[src/rtl/fetch_pkg.sv]
// ---------------------------------------------------------------------------
// fetch_pkg
// Shared constants and types for the instruction fetch stage.
//   ADDR_W        word address width of the instruction port
//   DATA_W        instruction width
//   RESET_PC      program counter value loaded on reset
//   FIFO_DEPTH    default fetch buffer depth (power of two, >= 2)
//   fetch_entry_t one buffered fetch: the PC it came from and the word read
// ---------------------------------------------------------------------------
package fetch_pkg;

   localparam int unsigned ADDR_W     = 8;
   localparam int unsigned DATA_W     = 32;
   localparam logic [ADDR_W-1:0] RESET_PC = '0;
   localparam int unsigned FIFO_DEPTH = 2;

   typedef struct packed {
      logic [ADDR_W-1:0] pc;
      logic [DATA_W-1:0] instr;
   } fetch_entry_t;

endpackage : fetch_pkg

[src/rtl/instruction_fetch_if.sv]
// ---------------------------------------------------------------------------
// instruction_fetch_if
// Groups the fetch stage's bus signals: the instruction side of the shared
// memory selector, the redirect request and the decode handshake.
//   master modport : the fetch stage
//   slave  modport : selector/memory, branch unit and decode
// Signals:
//   instr_slot          selector grants the shared port to instruction side
//   mem_addr_instr      read address (current PC)
//   mem_read_en_instr   read request this cycle
//   mem_read_val_instr  combinational read data for an accepted request
//   redirect_en/_pc     load new PC and flush everything in flight
//   instr_valid/_ready  decode handshake on the buffer head
//   instr_out/_pc       head instruction and the address it came from
// ---------------------------------------------------------------------------
interface instruction_fetch_if;
   import fetch_pkg::*;

   logic              instr_slot;
   logic [ADDR_W-1:0] mem_addr_instr;
   logic              mem_read_en_instr;
   logic [DATA_W-1:0] mem_read_val_instr;
   logic              redirect_en;
   logic [ADDR_W-1:0] redirect_pc;
   logic              instr_valid;
   logic              instr_ready;
   logic [DATA_W-1:0] instr_out;
   logic [ADDR_W-1:0] instr_pc;

   modport master (
      input  instr_slot,
      input  mem_read_val_instr,
      input  redirect_en,
      input  redirect_pc,
      input  instr_ready,
      output mem_addr_instr,
      output mem_read_en_instr,
      output instr_valid,
      output instr_out,
      output instr_pc
   );

   modport slave (
      output instr_slot,
      output mem_read_val_instr,
      output redirect_en,
      output redirect_pc,
      output instr_ready,
      input  mem_addr_instr,
      input  mem_read_en_instr,
      input  instr_valid,
      input  instr_out,
      input  instr_pc
   );

endinterface : instruction_fetch_if

[src/rtl/fetch_buffer.sv]
// ---------------------------------------------------------------------------
// fetch_buffer
// Synchronous FIFO of fetch_entry_t with circular read/write pointers and an
// occupancy count. The head is read straight from the storage registers, so
// an entry pushed in cycle N is visible at the head in cycle N+1.
// Ports:
//   clk, reset   clock and synchronous active-high reset
//   push         write push_entry this cycle
//   push_entry   entry to write
//   pop          drop the head this cycle (never asserted while empty)
//   flush        discard all entries; overrides push and pop
//   full, empty  occupancy flags
//   head         current head entry (last head-slot contents when empty)
// ---------------------------------------------------------------------------
module fetch_buffer
   import fetch_pkg::*;
#(
   parameter int unsigned DEPTH = FIFO_DEPTH
) (
   input  logic         clk,
   input  logic         reset,
   input  logic         push,
   input  fetch_entry_t push_entry,
   input  logic         pop,
   input  logic         flush,
   output logic         full,
   output logic         empty,
   output fetch_entry_t head
);

   localparam int unsigned PTR_W = (DEPTH > 1) ? $clog2(DEPTH) : 1;
   localparam int unsigned CNT_W = $clog2(DEPTH + 1);

   fetch_entry_t     mem_q [DEPTH];
   logic [PTR_W-1:0] rd_ptr_q, rd_ptr_d;
   logic [PTR_W-1:0] wr_ptr_q, wr_ptr_d;
   logic [CNT_W-1:0] cnt_q, cnt_d;

   always_comb begin
      rd_ptr_d = rd_ptr_q;
      wr_ptr_d = wr_ptr_q;
      cnt_d    = cnt_q;
      if (flush) begin
         // Keep the read pointer so the head port holds its last contents.
         wr_ptr_d = rd_ptr_q;
         cnt_d    = '0;
      end else begin
         if (push) wr_ptr_d = wr_ptr_q + PTR_W'(1);
         if (pop)  rd_ptr_d = rd_ptr_q + PTR_W'(1);
         cnt_d = cnt_q + CNT_W'(push) - CNT_W'(pop);
      end
   end

   always_ff @(posedge clk) begin
      if (reset) begin
         rd_ptr_q <= '0;
         wr_ptr_q <= '0;
         cnt_q    <= '0;
         for (int i = 0; i < int'(DEPTH); i++) mem_q[i] <= '0;
      end else begin
         rd_ptr_q <= rd_ptr_d;
         wr_ptr_q <= wr_ptr_d;
         cnt_q    <= cnt_d;
         if (push && !flush) mem_q[wr_ptr_q] <= push_entry;
      end
   end

   assign full  = (cnt_q == CNT_W'(DEPTH));
   assign empty = (cnt_q == '0);
   assign head  = mem_q[rd_ptr_q];

endmodule : fetch_buffer

[src/rtl/instruction_fetch.sv]
// ---------------------------------------------------------------------------
// instruction_fetch
// Fetch stage: holds the PC, issues one read per granted instruction slot
// when the buffer has room, and hands buffered words to decode.
// Redirect beats fetch and pop; reset beats everything.
// Parameters:
//   FIFO_DEPTH   fetch buffer entries (power of two, >= 2)
// Ports:
//   clk          single clock, all state on its rising edge
//   reset        synchronous active-high reset
//   fif          instruction_fetch_if.master (memory, redirect, decode)
// ---------------------------------------------------------------------------
module instruction_fetch
   import fetch_pkg::*;
#(
   parameter int unsigned FIFO_DEPTH = fetch_pkg::FIFO_DEPTH
) (
   input  logic                clk,
   input  logic                reset,
   instruction_fetch_if.master fif
);

   logic [ADDR_W-1:0] pc_q, pc_d;
   logic              buf_full;
   logic              buf_empty;
   logic              pop;
   logic              space;
   logic              fetch;
   fetch_entry_t      push_entry;
   fetch_entry_t      head;

   assign pop   = fif.instr_valid & fif.instr_ready;
   // A full buffer still accepts a word when its head leaves this cycle.
   assign space = ~buf_full | pop;
   assign fetch = fif.instr_slot & space & ~fif.redirect_en & ~reset;

   assign push_entry.pc    = pc_q;
   assign push_entry.instr = fif.mem_read_val_instr;

   always_comb begin
      pc_d = pc_q;
      if (fif.redirect_en) pc_d = fif.redirect_pc;
      else if (fetch)      pc_d = pc_q + ADDR_W'(1);
   end

   always_ff @(posedge clk) begin
      if (reset) pc_q <= RESET_PC;
      else       pc_q <= pc_d;
   end

   fetch_buffer #(
      .DEPTH (FIFO_DEPTH)
   ) u_buf (
      .clk        (clk),
      .reset      (reset),
      .push       (fetch),
      .push_entry (push_entry),
      .pop        (pop & ~fif.redirect_en),
      .flush      (fif.redirect_en),
      .full       (buf_full),
      .empty      (buf_empty),
      .head       (head)
   );

   assign fif.mem_addr_instr    = pc_q;
   assign fif.mem_read_en_instr = fetch;
   assign fif.instr_valid       = ~buf_empty;
   assign fif.instr_out         = head.instr;
   assign fif.instr_pc          = head.pc;

endmodule : instruction_fetch
[src/flat_wrapper.sv]
// flat-port wrapper written by rule: the top's interface ports become plain ports
module instruction_fetch_flat import fetch_pkg::*;
#(
   parameter int unsigned FIFO_DEPTH = fetch_pkg::FIFO_DEPTH
)
  (clk, reset, fif_instr_slot, fif_mem_read_val_instr, fif_redirect_en, fif_redirect_pc, fif_instr_ready, fif_mem_addr_instr, fif_mem_read_en_instr, fif_instr_valid, fif_instr_out, fif_instr_pc);
  instruction_fetch_if fif_i ();
  input  logic clk;
  input  logic reset;
  input wire logic [$bits(fif_i.instr_slot)-1:0] fif_instr_slot;
  input wire logic [$bits(fif_i.mem_read_val_instr)-1:0] fif_mem_read_val_instr;
  input wire logic [$bits(fif_i.redirect_en)-1:0] fif_redirect_en;
  input wire logic [$bits(fif_i.redirect_pc)-1:0] fif_redirect_pc;
  input wire logic [$bits(fif_i.instr_ready)-1:0] fif_instr_ready;
  output wire logic [$bits(fif_i.mem_addr_instr)-1:0] fif_mem_addr_instr;
  output wire logic [$bits(fif_i.mem_read_en_instr)-1:0] fif_mem_read_en_instr;
  output wire logic [$bits(fif_i.instr_valid)-1:0] fif_instr_valid;
  output wire logic [$bits(fif_i.instr_out)-1:0] fif_instr_out;
  output wire logic [$bits(fif_i.instr_pc)-1:0] fif_instr_pc;
  assign fif_i.instr_slot = fif_instr_slot;
  assign fif_i.mem_read_val_instr = fif_mem_read_val_instr;
  assign fif_i.redirect_en = fif_redirect_en;
  assign fif_i.redirect_pc = fif_redirect_pc;
  assign fif_i.instr_ready = fif_instr_ready;
  assign fif_mem_addr_instr = fif_i.mem_addr_instr;
  assign fif_mem_read_en_instr = fif_i.mem_read_en_instr;
  assign fif_instr_valid = fif_i.instr_valid;
  assign fif_instr_out = fif_i.instr_out;
  assign fif_instr_pc = fif_i.instr_pc;
  instruction_fetch #(.FIFO_DEPTH(FIFO_DEPTH)) u_core (.clk(clk), .reset(reset), .fif(fif_i));
endmodule
[config.mk]
export PLATFORM = sky130hd
export DESIGN_NAME = instruction_fetch_flat
export DESIGN_NICKNAME = d
export VERILOG_FILES = /design/src/rtl/fetch_pkg.sv /design/src/rtl/instruction_fetch_if.sv /design/src/rtl/fetch_buffer.sv /design/src/rtl/instruction_fetch.sv /design/src/flat_wrapper.sv
export SDC_FILE = /design/constraint.sdc
export NUM_CORES = 1
export LEC_CHECK = 0
export ABC_AREA = 1
export BUFFER_PORTS_ARGS = -buffer_cell sky130_fd_sc_hd__clkbuf_2
export CAP_MARGIN = 40
export CELL_PAD_IN_SITES_DETAIL_PLACEMENT = 1
export CELL_PAD_IN_SITES_GLOBAL_PLACEMENT = 1
export CORE_MARGIN = 1
export CORE_UTILIZATION = 43
export DETAILED_ROUTE_END_ITERATION = 6
export GPL_ROUTABILITY_DRIVEN = 0
export HOLD_SLACK_MARGIN = 0.06
export PLACE_DENSITY = 0.83
export SYNTH_ARGS = -nofsm -noshare
export SYNTH_HDL_FRONTEND = slang
export SYNTH_SLANG_ARGS = --single-unit
[constraint.sdc]
create_clock -name clk -period 2.65 [get_ports clk]
set_input_delay 0.3975 -clock clk [delete_from_list [all_inputs] [get_ports clk]]
set_output_delay 0.3975 -clock clk [all_outputs]
set_load 0.02 [all_outputs]
==> results.toml, run 1 <==
[run_status]
outcome = "finished, final reports clean"

[floorplanning]
row_count = 36
die_y_um = 103
coreArea_um2 = 9820
dieArea_um2 = 10600
ios = 95
fp.dieW_um = 103
initial_core_util_pct = 44.6

[route]
drtAntennaViolNets = 0
wl_per_cell_um = 15.7
num_vias = 2908
wl_mm = 9.60
drtIter0Drc = 86
via_per_inst = 4.77
drc = 0
firstDrtPassIters = 4

[placed_design]
dp_slack_ns = 0.564
numPortBuffers = 94
hpwl_mm = 6.70
place_area_um2 = 4990

[layout]
seq_area_um2 = 2660
final_area_um2 = 5140
layout-area-overhead-vs-synth_pct = 17.5
final_cell_mix = "clkbuf_2, edfxtp_1, nor2_1"
fillers = 1123
drive_gt1_share_pct = 42.3
num_antenna_cells = 0
multi_input_area_um2 = 1400
nets = 520
layout.cells.most_common = "clkbuf_2"

[global_routing]
grtUsageTotal_pct = 19.1
grt_pass1_vias = 3059
antenna_found_initial = 0
globalRoute.totalOverflow = 0
grt_max_degree = 41
grt_pass1_wl_mm = 14.8

[sta]
fin_skew_ns = 0.00786
fin_crit_sh_pct = 83.1
period_needed_ns = 2.20
clock.fmax_mhz = 454
slew_headroom_pct = 65.3
tns_ns = 0
rsz0062_at_grt = "false"
finalSetupViolCount = 0
layout_setup_ws_ns = 0.448
hold_viol = 0
worst_slew_pin_slew_ns = 0.521
drv_slew = 0

[yosys]
netlist_area_um2 = 4380
synth_area_leader_cell = "edfxtp_1"
synthDistinctLibCells = 27
synth-seq-cells = 93
synth_nets = 424
synth.area.top_cells = "edfxtp_1, mux2_2, dfxtp_1, nor2_1, inv_1"
yosysWarnings = 0
yosysSeqAreaShare_pct = 60.8
syn_avg_cell_area_um2 = 11.6
synth_top_area_share_pct = 54.9
syn_inst = 376

[setup_path]
critical_path_arrival_ns = 1.80
crit_type = "register to output pin"
start_kind = "register"
crit_required_ns = 2.25
cp_max_fo = 22
endpoint_kind = "output pin"

[pwr]
power.leakage_nw = 2.24
p_per_area_nw_per_um2 = 557
ir_worst_vdd_uv = 309

[clocking]
htreeDepth = 3
hold_buffers = 0
cts.sinks = 93
clock-root-buffer = "clkbuf_8"
cts_resized = 0
cts_inserted_buffers = 9
cts_buffer_depth = 2
cts.clk_slew.worst_paths_ns = 0.08
clock_latency_ns = 0.36
cts_tree = "built"
cts_setup_buffers = 0

[flow_run]
drv_cap = 0

[min_path]
hp-class = "input port to register"
power breakdown:
group | internal (mW) | leakage [nW] | switching, mW
clock | 0.341 | 0.0784 | 0.469
sequential | 1.66 | 0.934 | 0.0349
combinational | 0.128 | 1.23 | 0.227
total | 2.13 | 2.24 | 0.731
metrics by stage:
step                hold slack [ns]  util (%)  power, mW  std cells
finish                        0.342      52.4       2.86        610
global route                  0.315      52.4       2.97        610
CTS                           0.317      52.4       2.89        610
detailed placement            0.504      50.8       2.09        594
global placement              0.471      50.8       2.07        594
floorplan                     0.444         -       1.95        376
worst max-delay path: stages (launching register included):
cell and delay, ns:
dfxtp_2 0.67, buf_12 0.25, mux2_2 0.37, clkbuf_2 0.16
flip-flops by register name (all words and copies together) (netlist names), named ones only:
register	flops
u_core.u_buf.cnt_q	2
u_core.u_buf.wr_ptr_q	1
u_core.u_buf.mem_q	80
u_core.fif.mem_addr_instr	8
u_core.u_buf.rd_ptr_q	1
cells in the mapped netlist, drive strengths merged:
cell	count
edfxtp	80
nand2	42
buf	12
xnor2	1
ha	3
o21ai	4
nor2	101
a21oi	6
clkbuf	3
clkinv	1
mux2	40
dfxtp	13
or2	3
nand3b	1
nand3	14
xor2	1
a21boi	2
inv	49
logic make-up after synthesis:
family,share of synthesized area [%]
multiplexers,10.3
XOR/XNOR,0.400
AO/OA/AOI/OAI,1.49
AND/OR/NAND/NOR,18.7
buffers and inverters,7.40
flip-flops,60.8
adder cells (fa/ha/maj),0.857
layer usage:
metal	wire length (um)	GRT usage (%)	share of wire (%)
met1	4120	22.4	43
met2	4960	34.2	52
met3	365	4.07	3.8
met4	146	7.69	1.5
met5	0	0	0
final cells by class:
class                   count  share of cell area, %
flip-flops and latches     93                   51.8
multi-input cells         218                   27.2
repair buffers            100                   11.0
inverters                  50                   3.80
well taps                 133                   3.24
clock buffers              14                   2.77
clock inverters             2                  0.195
worst paths after layout:
path	startpoint	to	slack, ns	depth (start not counted)
min reg2reg	u_core.u_buf.wr_ptr_q	u_core.u_buf.wr_ptr_q	0.52	2
max reg2reg	u_core.u_buf.cnt_q[1]	u_core.u_buf.cnt_q[1]	0.74	9
min	reset	u_core.fif.mem_addr_instr[0]	0.34	2
max	register	fif_instr_pc[1]	0.45	3
Power figures use the tool's default switching activity.
==> run 2, diff against run 1 <==
- clock period: 2.65 -> 2.2 ns (I/O delays scaled with it)
==> results.toml, run 2 (synthesis results as in run 1) <==
[floorplanning]
row_count = 36
initial_core_util_pct = 44.6
fp.dieW_um = 103
die_y_um = 103
coreArea_um2 = 9820
ios = 95
dieArea_um2 = 10600

[sta]
finalSetupViolCount = 0
holdWs_ns = 0.256
period_needed_ns = 2.04
slew_headroom_pct = 74.6
hold_viol = 0
layout_setup_ws_ns = 0.159
worst_slew_pin_slew_ns = 0.381
drv_slew = 0
tns_ns = 0
clock.fmax_mhz = 490
fin_skew_ns = 0.00988
fin_crit_sh_pct = 92.8
rsz0062_at_grt = "false"

[global_routing]
grt_pass1_vias = 2995
globalRoute.totalOverflow = 0
grt_max_degree = 41
grtUsageTotal_pct = 18.5
grt_pass1_wl_mm = 14.3
antenna_found_initial = 0

[clocking]
hold_buffers = 0
cts_resized = 0
cts.sinks = 93
clock-root-buffer = "clkbuf_8"
cts_buffer_depth = 2
cts_inserted_buffers = 9
cts.clk_slew.worst_paths_ns = 0.09
htreeDepth = 3
clock_latency_ns = 0.36
cts_tree = "built"
cts_setup_buffers = 0

[pwr]
ir_worst_vdd_uv = 355
p_per_area_nw_per_um2 = 699
power.leakage_nw = 2.27
total_power_mw = 3.65

[run_status]
outcome = "finished, final reports clean"

[min_path]
hold_path_end = "u_core.fif.mem_addr_instr[0]"
hp-class = "input port to register"
worstHoldPathCells = 2
min_from = "reset"

[route]
wl_mm = 9.49
firstDrtPassIters = 4
num_vias = 2931
routed.top_layer = "met4"
via_per_inst = 4.78
drtAntennaViolNets = 0
met3_length_um = 284
wl_per_cell_um = 15.5
wl_met1_mm = 3.97
drtIter0Drc = 61
drc = 0
route.met2.wl_mm = 5.10

[flow_run]
drv_cap = 0

[setup_path]
crit_required_ns = 1.87
critical_path_arrival_ns = 1.71
cp_max_fo = 14
crit_type = "register to output pin"
r2r_cells = 9
rr_endpoint = "u_core.u_buf.cnt_q[1]"
r2r_slack_ns = 0.27
start_kind = "register"
r2r_start = "u_core.u_buf.cnt_q[1]"
endpoint_kind = "output pin"

[layout]
final_area_um2 = 5220
nets = 523
largest_register = "u_core.u_buf.mem_q"
largest_register_ffs = 80
num_antenna_cells = 0
final_cell_mix = "clkbuf_2, edfxtp_1, nor2_1"
fillers = 1123
fin_util_pct = 53.1
drive_gt1_share_pct = 43.8
layout.cells.most_common = "clkbuf_2"
final_cells = 613
layout-area-overhead-vs-synth_pct = 19.1

[placed_design]
dp_slack_ns = 0.181
dp_cells = 597
numPortBuffers = 94
hpwl_mm = 6.68
place_area_um2 = 5010
run 2: worst max path at each step:
| stage | to | slack [ns] | from | depth (start not counted) |
|---|---|---|---|---|
| 6_report | fif_instr_pc[5] | 0.16 | register | 3 |
| 5_1_grt | fif_instr_out[2] | 0.07 | register | 3 |
| 4_1_cts | fif_instr_pc[5] | 0.13 | register | 3 |
| 3_5_place_dp | u_core.u_buf.cnt_q[1] | 0.18 | reset | 11 |
| 3_3_place_gp | u_core.u_buf.cnt_q[1] | 0.27 | reset | 11 |
| 2_1_floorplan | u_core.u_buf.mem_q[1][0] | 0.10 | reset | 6 |
run 2: cell type report:
cell class	instances	area (um^2)	share of cell area, %
tap	133	166	3.19
sequential	93	2660	51.1
inverter	50	195	3.74
clock inverter	7	80.1	1.54
clock buffer	9	124	2.37
timing repair buffer	103	588	11.3
multi-input combinational	218	1400	26.8
run 2: metal layers:
layer / vias to the layer above / GRT usage (%)
met5: - / 0
met4: 0 / 8.34
met1: 1435 / 21.0
li1: 1422 / -
met2: 64 / 34.4
met3: 10 / 2.37
run 2: critical path, cell delays in order, from the launching register on:
cell and delay [ns]:
dfxtp_2 0.58, buf_4 0.26, mux2_2 0.36, clkbuf_2 0.16
run 2: where the power goes:
part	total (mW)	switching [mW]	internal (mW)
Clock	1.18	0.637	0.539
Combinational	0.429	0.273	0.156
Sequential	2.04	0.0398	2.00
Total	3.65	0.950	2.70
==> run 3, diff against run 2 <==
- SETUP_SLACK_MARGIN: default -> 0.4
==> results.toml, run 3 (synthesis results as in run 1) <==
[sta]
clock.fmax_mhz = 554
hold_viol = 0
worst_slew_pin_slew_ns = 0.404
fin_crit_sh_pct = 82.1
drv_slew = 0
rsz0062_at_grt = "true"
tns_ns = 0
slew_headroom_pct = 73.1
finalSetupViolCount = 0
fin_skew_ns = 0.0160
period_needed_ns = 1.81

[setup_path]
crit_required_ns = 1.87
cp_max_fo = 15
r2r_cells = 9
endpoint_kind = "output pin"
cp_slowest_stage_delay_ns = 0.43
r2r_slack_ns = 0.46
cp_slowest_cell = "dfxtp_4"
crit_type = "register to output pin"
critical_path_arrival_ns = 1.48
r2r_start = "u_core.u_buf.cnt_q[0]"
cp_cell_sequence = "buf_12 > mux2_2 > clkbuf_2"
rr_endpoint = "u_core.u_buf.cnt_q[1]"
start_kind = "register"

[clocking]
cts_buffer_depth = 2
cts.sinks = 93
clock-root-buffer = "clkbuf_8"
htreeDepth = 3
clock_latency_ns = 0.37
hold_buffers = 0
cts.clk_slew.worst_paths_ns = 0.09
cts_tree = "built"
cts_inserted_buffers = 9

[pwr]
ir_worst_vdd_uv = 376
power.leakage_nw = 2.28
total_power_mw = 3.59
p_per_area_nw_per_um2 = 681

[floorplanning]
row_count = 36
ios = 95
dieArea_um2 = 10600
die_y_um = 103
coreArea_um2 = 9820
initial_core_util_pct = 44.6
fp.dieW_um = 103

[layout]
layout.cells.most_common = "clkbuf_2"
largest_register_ffs = 80
num_antenna_cells = 0
layout-area-overhead-vs-synth_pct = 20.4
drive_gt1_share_pct = 44.5
fillers = 1120
largest_register = "u_core.u_buf.mem_q"
nets = 524
final_cell_mix = "clkbuf_2, edfxtp_1, nor2_1"

[global_routing]
antenna_found_initial = 0
grt_max_degree = 41
grt_pass1_wl_mm = 14.0
globalRoute.totalOverflow = 0
grt_pass1_vias = 2892
grtUsageTotal_pct = 18.3

[route]
wl_per_cell_um = 15.0
wl_mm = 9.22
via_per_inst = 4.72
drtIter0Drc = 64
num_vias = 2899
firstDrtPassIters = 4
drtAntennaViolNets = 0
drc = 0

[placed_design]
hpwl_mm = 6.06
numPortBuffers = 94

[min_path]
min_from = "reset"
hp-class = "input port to register"
hold_path_end = "u_core.u_buf.wr_ptr_q"
worstHoldPathCells = 2

[run_status]
outcome = "finished, final reports clean"

[flow_run]
drv_cap = 0
[run 3: worst max path at each step]
stage | start | to | slack, ns | depth (start not counted)
2_1_floorplan | u_core.u_buf.cnt_q[1] | u_core.u_buf.cnt_q[1] | 0.46 | 9
3_3_place_gp | reset | u_core.u_buf.mem_q[0][16] | 0.17 | 8
3_5_place_dp | reset | u_core.u_buf.mem_q[0][16] | 0.09 | 8
4_1_cts | register | fif_instr_pc[1] | 0.36 | 3
5_1_grt | register | fif_instr_pc[1] | 0.33 | 3
6_report | register | fif_instr_out[8] | 0.39 | 3
[run 3: routing by layer]
| metal | track usage (%) | wire (um) | vias to the layer above |
|---|---|---|---|
| li1 | - | - | 1421 |
| met1 | 21.1 | 3810 | 1404 |
| met2 | 32.3 | 4900 | 63 |
| met3 | 3.86 | 329 | 11 |
| met4 | 8.78 | 176 | 0 |
| met5 | 0 | 0 | - |
[run 3: power breakdown]
part | switching [mW] | leakage, nW | internal [mW]
Combinational | 0.274 | 1.25 | 0.154
Clock | 0.565 | 0.0947 | 0.558
Sequential | 0.0382 | 0.935 | 2.00
[run 3: final cells by class]
cell class	instances	area (um^2)	share of cell area, %
Sequential cell	93	2670	50.6
Tap cell	133	166	3.16
Inverter	50	195	3.70
Clock inverter	2	35.0	0.665
Timing Repair Buffer	104	597	11.3
Clock buffer	14	153	2.90
Multi-Input combinational cell	218	1460	27.7
[run 3: critical path, delay by kind of cell, from the launching register on]
kind	cells	cell delay [ns]
buf+inv	2	0.33
flops	1	0.43
mux	1	0.35
[run 3: through the flow]
| step | hold slack (ns) | std cells | util [%] | area, um^2 | setup slack [ns] |
|---|---|---|---|---|---|
| 4_1_cts | 0.232 | 614 | 53.4 | 5250 | 0.361 |
| 3_3_place_gp | 0.456 | 594 | 50.8 | 4990 | 0.172 |
| 3_5_place_dp | 0.468 | 594 | 50.8 | 4990 | 0.0947 |
| 5_1_grt | 0.231 | 614 | 53.7 | 5270 | 0.328 |
| 6_report | 0.249 | 614 | 53.7 | 5270 | 0.394 |
| 2_1_floorplan | 0.399 | 376 | - | 4420 | 0.459 |
[run 3: timing repair]
item | in CTS | in global routing
resized for setup | 9 | 7
pin swaps | 1 | 1
setup buffers | 3 | 0
cloned | 1 | 0
endpoints found under the setup margin | 73 | 86
